[src/rtl/pl_mips_pkg.sv]
// Shared MIPS pipeline types and constants: fetch redirect select,
// exception cause encoding, exception vectors and the pipeline NOP word.
package pl_mips_pkg;

  typedef enum logic [1:0] {
    SEL_SEQ    = 2'd0,
    SEL_JUMP   = 2'd1,
    SEL_BRANCH = 2'd2,
    SEL_EXC    = 2'd3
  } fetch_sel_e;

  typedef enum logic [1:0] {
    EXC_NONE  = 2'b00,
    EXC_UNDEF = 2'b01,
    EXC_OVF   = 2'b10
  } exc_cause_e;

  localparam logic [31:0] OVERFLOW_HANDLER_ADDR  = 32'h8000_0180;
  localparam logic [31:0] UNDEFINED_HANDLER_ADDR = 32'h8000_0100;
  localparam logic [31:0] NOP_WORD               = 32'h0000_0000;

  function automatic logic [31:0] word_align(input logic [31:0] addr);
    return {addr[31:2], 2'b00};
  endfunction

endpackage

[src/rtl/pl_fetch_stage_if_id_reg.sv]
// IF/ID pipeline register: sync reset, flush to a bubble, stall hold, else load.
module pl_if_id_reg #(
  parameter logic [31:0] NOP_INSTR = 32'h0000_0000
) (
  input  logic        clk,
  input  logic        reset,
  input  logic        stall,
  input  logic        flush,
  input  logic [31:0] pc4_i,
  input  logic [31:0] instr_i,
  output logic [31:0] pc4_o,
  output logic [31:0] instr_o,
  output logic        valid_o
);

  logic [31:0] pc4_q;
  logic [31:0] instr_q;
  logic        valid_q;

  // Flush has priority over stall so a redirect always kills the held word.
  always_ff @(posedge clk) begin
    if (reset || flush) begin
      pc4_q   <= 32'h0;
      instr_q <= NOP_INSTR;
      valid_q <= 1'b0;
    end else if (!stall) begin
      pc4_q   <= pc4_i;
      instr_q <= instr_i;
      valid_q <= 1'b1;
    end
  end

  assign pc4_o   = pc4_q;
  assign instr_o = instr_q;
  assign valid_o = valid_q;

endmodule

[src/rtl/pl_fetch_stage.sv]
// MIPS IF stage: PC register, next-PC arbitration, exception-entry FSM
// and the IF/ID pipeline register.
//
//  state      | meaning
//  -----------+-----------------------------------------------------------
//  ST_RUN     | normal fetch; an exception vectors and latches its cause
//  ST_HANDLER | in exception handler; new exceptions ignored until reset
module pl_fetch_stage
  import pl_mips_pkg::*;
#(
  parameter logic [31:0] RESET_PC  = 32'h0000_0000,
  parameter logic [31:0] NOP_INSTR = NOP_WORD
) (
  input  logic        clk,
  input  logic        reset,
  input  logic        stall_if,
  input  logic        branch_taken,
  input  logic [31:0] branch_target,
  input  logic        jump,
  input  logic [31:0] jump_target,
  input  logic        exc_undef,
  input  logic        exc_ovf,
  output logic [31:0] imem_addr,
  input  logic [31:0] imem_instr,
  output logic [31:0] if_id_pc4,
  output logic [31:0] if_id_instr,
  output logic        if_id_valid,
  output logic        in_handler,
  output logic [1:0]  exc_cause
);

  localparam logic [0:0] ST_RUN     = 1'b0;
  localparam logic [0:0] ST_HANDLER = 1'b1;

  logic [0:0]  state_q, state_d;
  exc_cause_e  cause_q, cause_d;
  logic [31:0] pc_q, pc_d;
  logic [31:0] pc_plus4;
  logic        ovf_act, undef_act;
  logic        redirect;
  fetch_sel_e  sel;

  assign pc_plus4  = pc_q + 32'd4;
  assign ovf_act   = (state_q == ST_RUN) && exc_ovf;
  assign undef_act = (state_q == ST_RUN) && exc_undef;

  always_comb begin
    sel = SEL_SEQ;
    if (ovf_act || undef_act) sel = SEL_EXC;
    else if (branch_taken)    sel = SEL_BRANCH;
    else if (jump)            sel = SEL_JUMP;
  end

  assign redirect = (sel != SEL_SEQ);

  always_comb begin
    pc_d = pc_q;
    case (sel)
      SEL_EXC:    pc_d = ovf_act ? OVERFLOW_HANDLER_ADDR : UNDEFINED_HANDLER_ADDR;
      SEL_BRANCH: pc_d = word_align(branch_target);
      SEL_JUMP:   pc_d = word_align(jump_target);
      SEL_SEQ:    pc_d = stall_if ? pc_q : pc_plus4;
      default:    pc_d = pc_q;
    endcase
  end

  always_comb begin
    state_d = state_q;
    cause_d = cause_q;
    if (ovf_act || undef_act) begin
      state_d = ST_HANDLER;
      cause_d = ovf_act ? EXC_OVF : EXC_UNDEF;
    end
  end

  always_ff @(posedge clk) begin
    if (reset) begin
      pc_q    <= RESET_PC;
      state_q <= ST_RUN;
      cause_q <= EXC_NONE;
    end else begin
      pc_q    <= pc_d;
      state_q <= state_d;
      cause_q <= cause_d;
    end
  end

  pl_if_id_reg #(
    .NOP_INSTR (NOP_INSTR)
  ) u_if_id_reg (
    .clk     (clk),
    .reset   (reset),
    .stall   (stall_if),
    .flush   (redirect),
    .pc4_i   (pc_plus4),
    .instr_i (imem_instr),
    .pc4_o   (if_id_pc4),
    .instr_o (if_id_instr),
    .valid_o (if_id_valid)
  );

  assign imem_addr  = pc_q;
  assign in_handler = (state_q == ST_HANDLER);
  assign exc_cause  = cause_q;

endmodule

[config.mk]
export PLATFORM = sky130hd
export DESIGN_NAME = pl_fetch_stage
export DESIGN_NICKNAME = d
export VERILOG_FILES = /design/src/rtl/pl_mips_pkg.sv /design/src/rtl/pl_fetch_stage_if_id_reg.sv /design/src/rtl/pl_fetch_stage.sv
export SDC_FILE = /design/constraint.sdc
export NUM_CORES = 1
export LEC_CHECK = 0
export CAP_MARGIN = 20
export CORE_UTILIZATION = 44
export CTS_BUF_LIST = sky130_fd_sc_hd__clkbuf_8
export DETAILED_ROUTE_END_ITERATION = 8
export GPL_TIMING_DRIVEN = 1
export PLACE_DENSITY = 0.83
export SYNTH_ARGS = -nofsm -noshare
export SYNTH_HDL_FRONTEND = slang
export SYNTH_SLANG_ARGS = --single-unit
[constraint.sdc]
create_clock -name clk -period 2.7 [get_ports clk]
set_clock_uncertainty 0.1 [all_clocks]
set_input_delay 0.54 -clock clk [delete_from_list [all_inputs] [get_ports clk]]
set_output_delay 0.54 -clock clk [all_outputs]
set_load 0.01 [all_outputs]
==> tab_implementation.tex, run 1 <==
\begin{tabular}{lr}
\hline
Metric & Value \\
\hline
\multicolumn{2}{l}{\textbf{Placement}} \\
HPWL after detailed placement & 11700 um \\
Final estimated routing congestion in global placement & 0.853 \\
Worst slack, placed & 0.135 ns \\
Total instance count after detailed placement & 860 \\
Port buffer count & 194 \\
Placed cell areas & 6790 um2 \\
\multicolumn{2}{l}{\textbf{Drt}} \\
Count of vias placed by the detailed router & 4924 \\
1st-pass router iterations & 5 \\
Routed wire length per instance & 17.8 um \\
Detailed Route WL & 15600 um \\
Top layer in use & met4 \\
Remaining antenna violation count after routing & 0 \\
Routed wire length on met3 & 1530 um \\
Initial DRC count & 248 \\
Routed length on met2 & 7360 um \\
Total DRC errors in the routed layout & 0 \\
Routed metal-1 wire length & 6060 um \\
Average via count per standard cell & 5.62 \\
\multicolumn{2}{l}{\textbf{STA}} \\
Final setup viols & 0 \\
Slack of the critical path & 0.405 ns \\
Setup repair after global routing missed its margin & no \\
Top achievable clock speed & 436 MHz \\
Relative slew slack & 0.549 \\
Slew at the pin closest to its max-slew limit & 0.676 ns \\
Period Utilization, post-route & 0.850 \\
Worst hold margin & 0.367 ns \\
Shortest period the worst path allows & 2.29 ns \\
Final-report max-slew violation count & 0 \\
TNS Setup & 0 ns \\
Final hold violation count & 0 \\
\multicolumn{2}{l}{\textbf{Die}} \\
Site row count & 37 \\
I/O pin count & 203 \\
Die Wd & 105 um \\
Die Ht & 105 um \\
Core Footprint & 10300 um2 \\
Initial standard-cell utilization of the core & 0.453 \\
Die Outline Area & 11000 um2 \\
\multicolumn{2}{l}{\textbf{Setup path}} \\
Startpoint type of the worst setup path & flip-flop \\
Critical path endpoint category & flip-flop \\
Largest stage delay on the critical path & 0.66 ns \\
Worst path arrival time & 2.47 ns \\
CP cell instances & nand4\_2 -> or4\_4 -> nor3\_2 -> o21ai\_1 -> a221oi\_1 \\
Standard cell with the maximum stage delay on the critical path & sky130\_fd\_sc\_hd\_\_or4\_4 \\
Maximum fanout along the worst path & 16 \\
Critical path required time & 2.88 ns \\
Type of the worst setup path & reg -> reg \\
\multicolumn{2}{l}{\textbf{Pwr}} \\
Power, Total & 3.12 mW \\
Part of the power in registers & 0.484 \\
Maximum resistive drop on vdd & 309 uV \\
PwrDens & 445 nW/um2 \\
Leakage power of the design & 2.48 nW \\
Combinational share of power & 0.175 \\
NetSw & 0.806 mW \\
Clock network power share & 0.340 \\
Net Sw Frac & 0.259 \\
Internal cell power & 2.31 mW \\
\multicolumn{2}{l}{\textbf{Global routing}} \\
Number of antenna violations at the first check in global routing & 0 \\
First-pass GRT wire length & 24700 um \\
Maximum number of pins on one net before global-route repair & 47 \\
Overflow left after global routing & 0 \\
Via count of the first global-routing pass & 5013 \\
GRT Overall Usage & 0.284 \\
\multicolumn{2}{l}{\textbf{Clock tree}} \\
Maximum clock insertion buffer count & 2 \\
Number of clock sinks & 96 \\
Total clock buffers created by CTS & 9 \\
Clock tree root buffer cell & sky130\_fd\_sc\_hd\_\_clkbuf\_8 \\
Number of buffers inserted for hold repair after clock tree synthesis & 0 \\
Clock tree from TritonCTS & yes \\
Setup Fix Bufs, Post-CTS & 0 \\
Clock slew at reported path FFs & 0.09 ns \\
H-Tree Depth & 3 \\
Number of gates given a new drive strength after cts & 0 \\
Clock Latency Late Sink & 0.37 ns \\
\multicolumn{2}{l}{\textbf{Finish}} \\
Final net count & 839 \\
Core occupancy in the finished layout & 0.682 \\
Multi-input gate area & 2500 um2 \\
Count of antenna diodes in the layout & 0 \\
Number of filler cells placed in the layout & 809 \\
Share of layout cells above drive strength 1 & 0.0811 \\
Final non-filler cell area & 7010 um2 \\
Relative area change from synthesis to final layout & 50.6\% \\
Storage cell area & 1920 um2 \\
Non-Filler Instances & 876 \\
\multicolumn{2}{l}{\textbf{Logic synthesis}} \\
Share of flip-flops with an asynchronous set or reset & 0 \\
Number of register bits inferred by synthesis & 96 \\
Mapped Cells & 544 \\
Part of the Yosys area used for sequential elements & 0.413 \\
Ys flop type & sky130\_fd\_sc\_hd\_\_dfxtp\_1 \\
Library cells used by synthesis & 58 \\
Average cell area after synthesis & 8.55 um2 \\
Number of enable flip-flop cells after synthesis & 0 \\
Synthesized area & 4650 um2 \\
Total number of yosys warnings & 0 \\
\multicolumn{2}{l}{\textbf{Flow run}} \\
Maximum Capacitance Violations & 0 \\
\multicolumn{2}{l}{\textbf{Run status}} \\
Status & finished clean \\
\multicolumn{2}{l}{\textbf{Worst hold path}} \\
HP Class & reg -> reg \\
\hline
\end{tabular}
-- layer usage --
metal	vias up	track usage
met2	260	0.486
met4	0	0.165
li1	2321	-
met5	-	0
met1	2299	0.310
met3	44	0.0873
-- cell usage after synthesis (all sizes together) (7+ instances only) --
cell type   n  area share
dfxtp      96        0.41
nor2       72       0.058
a21oi      40       0.043
o21ai      36       0.039
mux2i      34       0.073
nand2      30       0.024
xnor2      30       0.056
clkbuf     24       0.019
buf        20       0.024
nor3       17       0.022
nand3      15       0.016
o22ai      15       0.020
a22oi      12       0.019
inv        12      0.0097
nor4       12       0.025
a211oi      7       0.011
nand4       7       0.012
-- power groups by stage --
stage               Combinational [mW]  Sequential, mW  Clock (mW)
finish                           0.547            1.51        1.06
global route                     0.583            1.52        1.13
CTS                              0.545            1.51        1.07
detailed placement               0.542            1.54           0
global placement                 0.531            1.54           0
floorplan                        0.223            1.54           0
-- final timing paths --
check | start | slack (ns) | cells past startpoint | endpoint
hold / removal | exc_cause[0] | 0.37 | 2 | exc_cause[0]
setup / recovery | imem_addr[10] | 0.41 | 5 | imem_addr[31]
hold reg to reg | exc_cause[0] | 0.37 | 2 | exc_cause[0]
setup reg to reg | imem_addr[10] | 0.41 | 5 | imem_addr[31]
-- logic make-up (layout without fill, tap and decap cells) --
family                     after synthesis  after routing  synth area share
other                                    1              4          0.000806
DFF                                     96             96             0.413
AOI/OAI and AO/OA                      144            144             0.196
xor gates and xnor gates                35             35            0.0659
buffers and inverters                   56            249            0.0530
adders and majority gates                1              1           0.00269
muxes                                   34             34            0.0732
and+or+nand+nor                        177            177             0.196
-- critical path, delay by kind of cell (launching register included) --
kind,cells,cell delay [ns]
flip-flops,1,0.55
AND/OR/NAND/NOR,3,1.16
AO/OA/AOI/OAI,2,0.40
-- final cells by class --
cell class / count / share of cell area
Clock inverter: 6 / 0.0118
Inverter: 12 / 0.00643
Sequential cell: 96 / 0.274
Tap cell: 136 / 0.0243
Timing Repair Buffer: 221 / 0.307
Multi-Input combinational cell: 395 / 0.356
Clock buffer: 10 / 0.0196
-- sequential cells by signal, indices dropped and copies added, names as in the netlist --
signal,flops
imem_addr,30
u_if_id_reg.instr_o,32
in_handler,1
u_if_id_reg.valid_o,1
u_if_id_reg.pc4_o,30
exc_cause,2
-- layout by cell type (no fill, tap or decap), types with 6 or more instances in the layout --
cell type / count
sky130_fd_sc_hd__o21ai_0: 35
sky130_fd_sc_hd__a221oi_1: 6
sky130_fd_sc_hd__a21oi_1: 40
sky130_fd_sc_hd__nand3_1: 15
sky130_fd_sc_hd__nor2_1: 72
sky130_fd_sc_hd__xnor2_1: 30
sky130_fd_sc_hd__buf_4: 26
sky130_fd_sc_hd__clkbuf_8: 10
sky130_fd_sc_hd__nor4_1: 8
sky130_fd_sc_hd__a211oi_1: 7
sky130_fd_sc_hd__mux2i_1: 34
sky130_fd_sc_hd__dfxtp_1: 96
sky130_fd_sc_hd__o22ai_1: 15
sky130_fd_sc_hd__nand2_1: 30
sky130_fd_sc_hd__a22o_1: 6
sky130_fd_sc_hd__a22oi_1: 12
sky130_fd_sc_hd__nor3_1: 14
sky130_fd_sc_hd__inv_1: 12
sky130_fd_sc_hd__clkdlybuf4s50_1: 193
Power figures use the tool's default switching activity.
==> inputs of run 2 (changes only) <==
- clock period: 2.7 -> 2.3 ns (I/O delays scaled with it)
==> tab_implementation.tex, run 2 (synthesis gave the netlist of run 1 again) <==
\begin{tabular}{lr}
\hline
Metric & Value \\
\hline
\multicolumn{2}{l}{\textbf{Clock tree}} \\
Clock tree root buffer cell & sky130\_fd\_sc\_hd\_\_clkbuf\_8 \\
Maximum clock insertion buffer count & 2 (unchanged) \\
Number of gates given a new drive strength after cts & 0 (unchanged) \\
Clock tree from TritonCTS & yes \\
Total clock buffers created by CTS & 9 (unchanged) \\
Number of clock sinks & 96 (unchanged) \\
H-Tree Depth & 3 (unchanged) \\
Setup Fix Bufs, Post-CTS & 0 (unchanged) \\
Number of buffers inserted for hold repair after clock tree synthesis & 0 (unchanged) \\
Clock Latency Late Sink & 0.37 ns (about the same) \\
Clock slew at reported path FFs & 0.09 ns (about the same) \\
\multicolumn{2}{l}{\textbf{Run status}} \\
Status & finished clean \\
\multicolumn{2}{l}{\textbf{Drt}} \\
Total DRC errors in the routed layout & 0 (unchanged) \\
Remaining antenna violation count after routing & 0 (unchanged) \\
Initial DRC count & 217 (-13\%) \\
Routed wire length per instance & 17.6 um (-0.88\%) \\
Count of vias placed by the detailed router & 5020 (+1.9\%) \\
1st-pass router iterations & 5 (unchanged) \\
Detailed Route WL & 16000 um (+3.0\%) \\
Average via count per standard cell & 5.52 (-1.9\%) \\
\multicolumn{2}{l}{\textbf{Pwr}} \\
Net Sw Frac & 0.258 (-0.000546) \\
Internal cell power & 2.71 mW (+17\%) \\
Clock network power share & 0.328 (-0.012) \\
Power, Total & 3.66 mW (+17\%) \\
PwrDens & 502 nW/um2 (+13\%) \\
Leakage power of the design & 2.67 nW (+7.5\%) \\
Combinational share of power & 0.193 (+0.018) \\
Maximum resistive drop on vdd & 341 uV (+10\%) \\
NetSw & 0.944 mW (+17\%) \\
Part of the power in registers & 0.479 (-0.005) \\
\multicolumn{2}{l}{\textbf{STA}} \\
Final setup viols & 0 (unchanged) \\
Relative slew slack & 0.581 (+0.0322) \\
Slew at the pin closest to its max-slew limit & 0.622 ns (-0.0541 ns) \\
Shortest period the worst path allows & 2.18 ns (-0.114 ns) \\
Final hold violation count & 0 (unchanged) \\
Final-report max-slew violation count & 0 (unchanged) \\
Period Utilization, post-route & 0.948 (+0.0982) \\
Setup repair after global routing missed its margin & no \\
Top achievable clock speed & 459 MHz (+5.2\%) \\
\multicolumn{2}{l}{\textbf{Setup path}} \\
Critical path required time & 2.46 ns (-0.42 ns) \\
Type of the worst setup path & reg -> reg \\
Startpoint type of the worst setup path & flip-flop \\
Worst path arrival time & 2.34 ns (-0.13 ns) \\
Maximum fanout along the worst path & 16 (unchanged) \\
Critical path endpoint category & flip-flop \\
\multicolumn{2}{l}{\textbf{Placement}} \\
Port buffer count & 194 (unchanged) \\
Final estimated routing congestion in global placement & 0.867 (+1.6\%) \\
HPWL after detailed placement & 12400 um (+6.7\%) \\
Total instance count after detailed placement & 894 (+4.0\%) \\
Placed cell areas & 7050 um2 (+3.9\%) \\
\multicolumn{2}{l}{\textbf{Global routing}} \\
GRT Overall Usage & 0.296 (+0.0115) \\
First-pass GRT wire length & 25400 um (+2.8\%) \\
Number of antenna violations at the first check in global routing & 0 (unchanged) \\
Via count of the first global-routing pass & 5166 (+3.1\%) \\
Maximum number of pins on one net before global-route repair & 34 (-28\%) \\
Overflow left after global routing & 0 (unchanged) \\
\multicolumn{2}{l}{\textbf{Finish}} \\
Core occupancy in the finished layout & 0.708 (+0.0262) \\
Count of antenna diodes in the layout & 0 (unchanged) \\
Most frequent standard cell in the layout excluding fill and tap cells & sky130\_fd\_sc\_hd\_\_clkdlybuf4s50\_1 \\
Final net count & 873 (+4.1\%) \\
Share of layout cells above drive strength 1 & 0.120 (+0.0391) \\
Relative area change from synthesis to final layout & 56.4\% \\
Leading cell types in the layout, fill and taps excluded & 193 x sky130\_fd\_sc\_hd\_\_clkdlybuf4s50\_1, 96 x sky130\_fd\_sc\_hd\_\_dfxtp\_1, 72 x sky130\_fd\_sc\_hd\_\_nor2\_1 \\
Max reg flops & 32 (unchanged) \\
Non-Filler Instances & 910 (+3.9\%) \\
Final non-filler cell area & 7280 um2 (+3.8\%) \\
\multicolumn{2}{l}{\textbf{Worst hold path}} \\
HP Class & reg -> reg \\
\multicolumn{2}{l}{\textbf{Die}} \\
Die Ht & 105 um (unchanged) \\
Initial standard-cell utilization of the core & 0.453 (unchanged) \\
Die Outline Area & 11000 um2 (unchanged) \\
I/O pin count & 203 (unchanged) \\
Site row count & 37 (unchanged) \\
Core Footprint & 10300 um2 (unchanged) \\
Die Wd & 105 um (unchanged) \\
\multicolumn{2}{l}{\textbf{Flow run}} \\
Maximum Capacitance Violations & 0 (unchanged) \\
\hline
\end{tabular}
## run 2: cell count changes in the layout (fill, tap and decap cells not counted), sizes merged
cell / previous run / this run
clkinvlp: 0 / 1
buf: 28 / 62
clkbuf: 10 / 9
## run 2: through the flow
stage | setup TNS (ns) | hold WS (ns) | setup WS (ns)
final | 0 | 0.371 | 0.120
after global placement | -0.0243 | 0.344 | -0.0243
after floorplan | 0 | 0.378 | 0.125
after detailed placement | -0.0728 | 0.353 | -0.0222
after CTS | 0 | 0.375 | 0.148
after global routing | 0 | 0.384 | 0.000385
## run 2: cell type report
class / count / area [um2]
flip-flops and latches: 96 / 1920
multi-input cells: 395 / 2510
inverters: 12 / 45.0
fillers: 829 / 3000
clock inverters: 7 / 88.8
repair buffers: 255 / 2420
clock buffers: 9 / 124
well taps: 136 / 170
## run 2: worst paths after layout
kind / to / slack [ns] / cells after the start / startpoint
worst max-delay path: imem_addr[31] / 0.12 / 5 / imem_addr[14]
worst min-delay path: u_if_id_reg.pc4_o[12] / 0.37 / 2 / u_if_id_reg.pc4_o[12]
worst max register to register: imem_addr[31] / 0.12 / 5 / imem_addr[14]
worst min register to register: u_if_id_reg.pc4_o[12] / 0.37 / 2 / u_if_id_reg.pc4_o[12]
## run 2: worst max-delay path: stages (launching register included)
cell and delay (ns):
sky130_fd_sc_hd__dfxtp_1 0.45, sky130_fd_sc_hd__inv_2 0.08, sky130_fd_sc_hd__or4_4 0.68, sky130_fd_sc_hd__nor3_2 0.32
sky130_fd_sc_hd__o21ai_1 0.11, sky130_fd_sc_hd__a221oi_1 0.33
## run 2: routing by layer
layer  vias up  share of wire  track usage
li1       2382              -            -
met1      2326           0.39        0.328
met2       269           0.48        0.515
met3        43          0.094       0.0830
met4         0          0.035        0.151
met5         -              0            0
## run 2: power by group through the flow
stage	registers (mW)	logic, mW	clock network, mW
after detailed placement	1.79	0.697	0
after floorplan	1.81	0.261	0
after global placement	1.79	0.684	0
final	1.75	0.705	1.20
after global routing	1.76	0.754	1.28
after CTS	1.75	0.701	1.22
==> inputs of run 3 (changes only) <==
- ABC_CLOCK_PERIOD_IN_PS: unset -> 2300
==> results of run 3 <==
No change in the layout: final DEF, timing and power equal those of run 2.
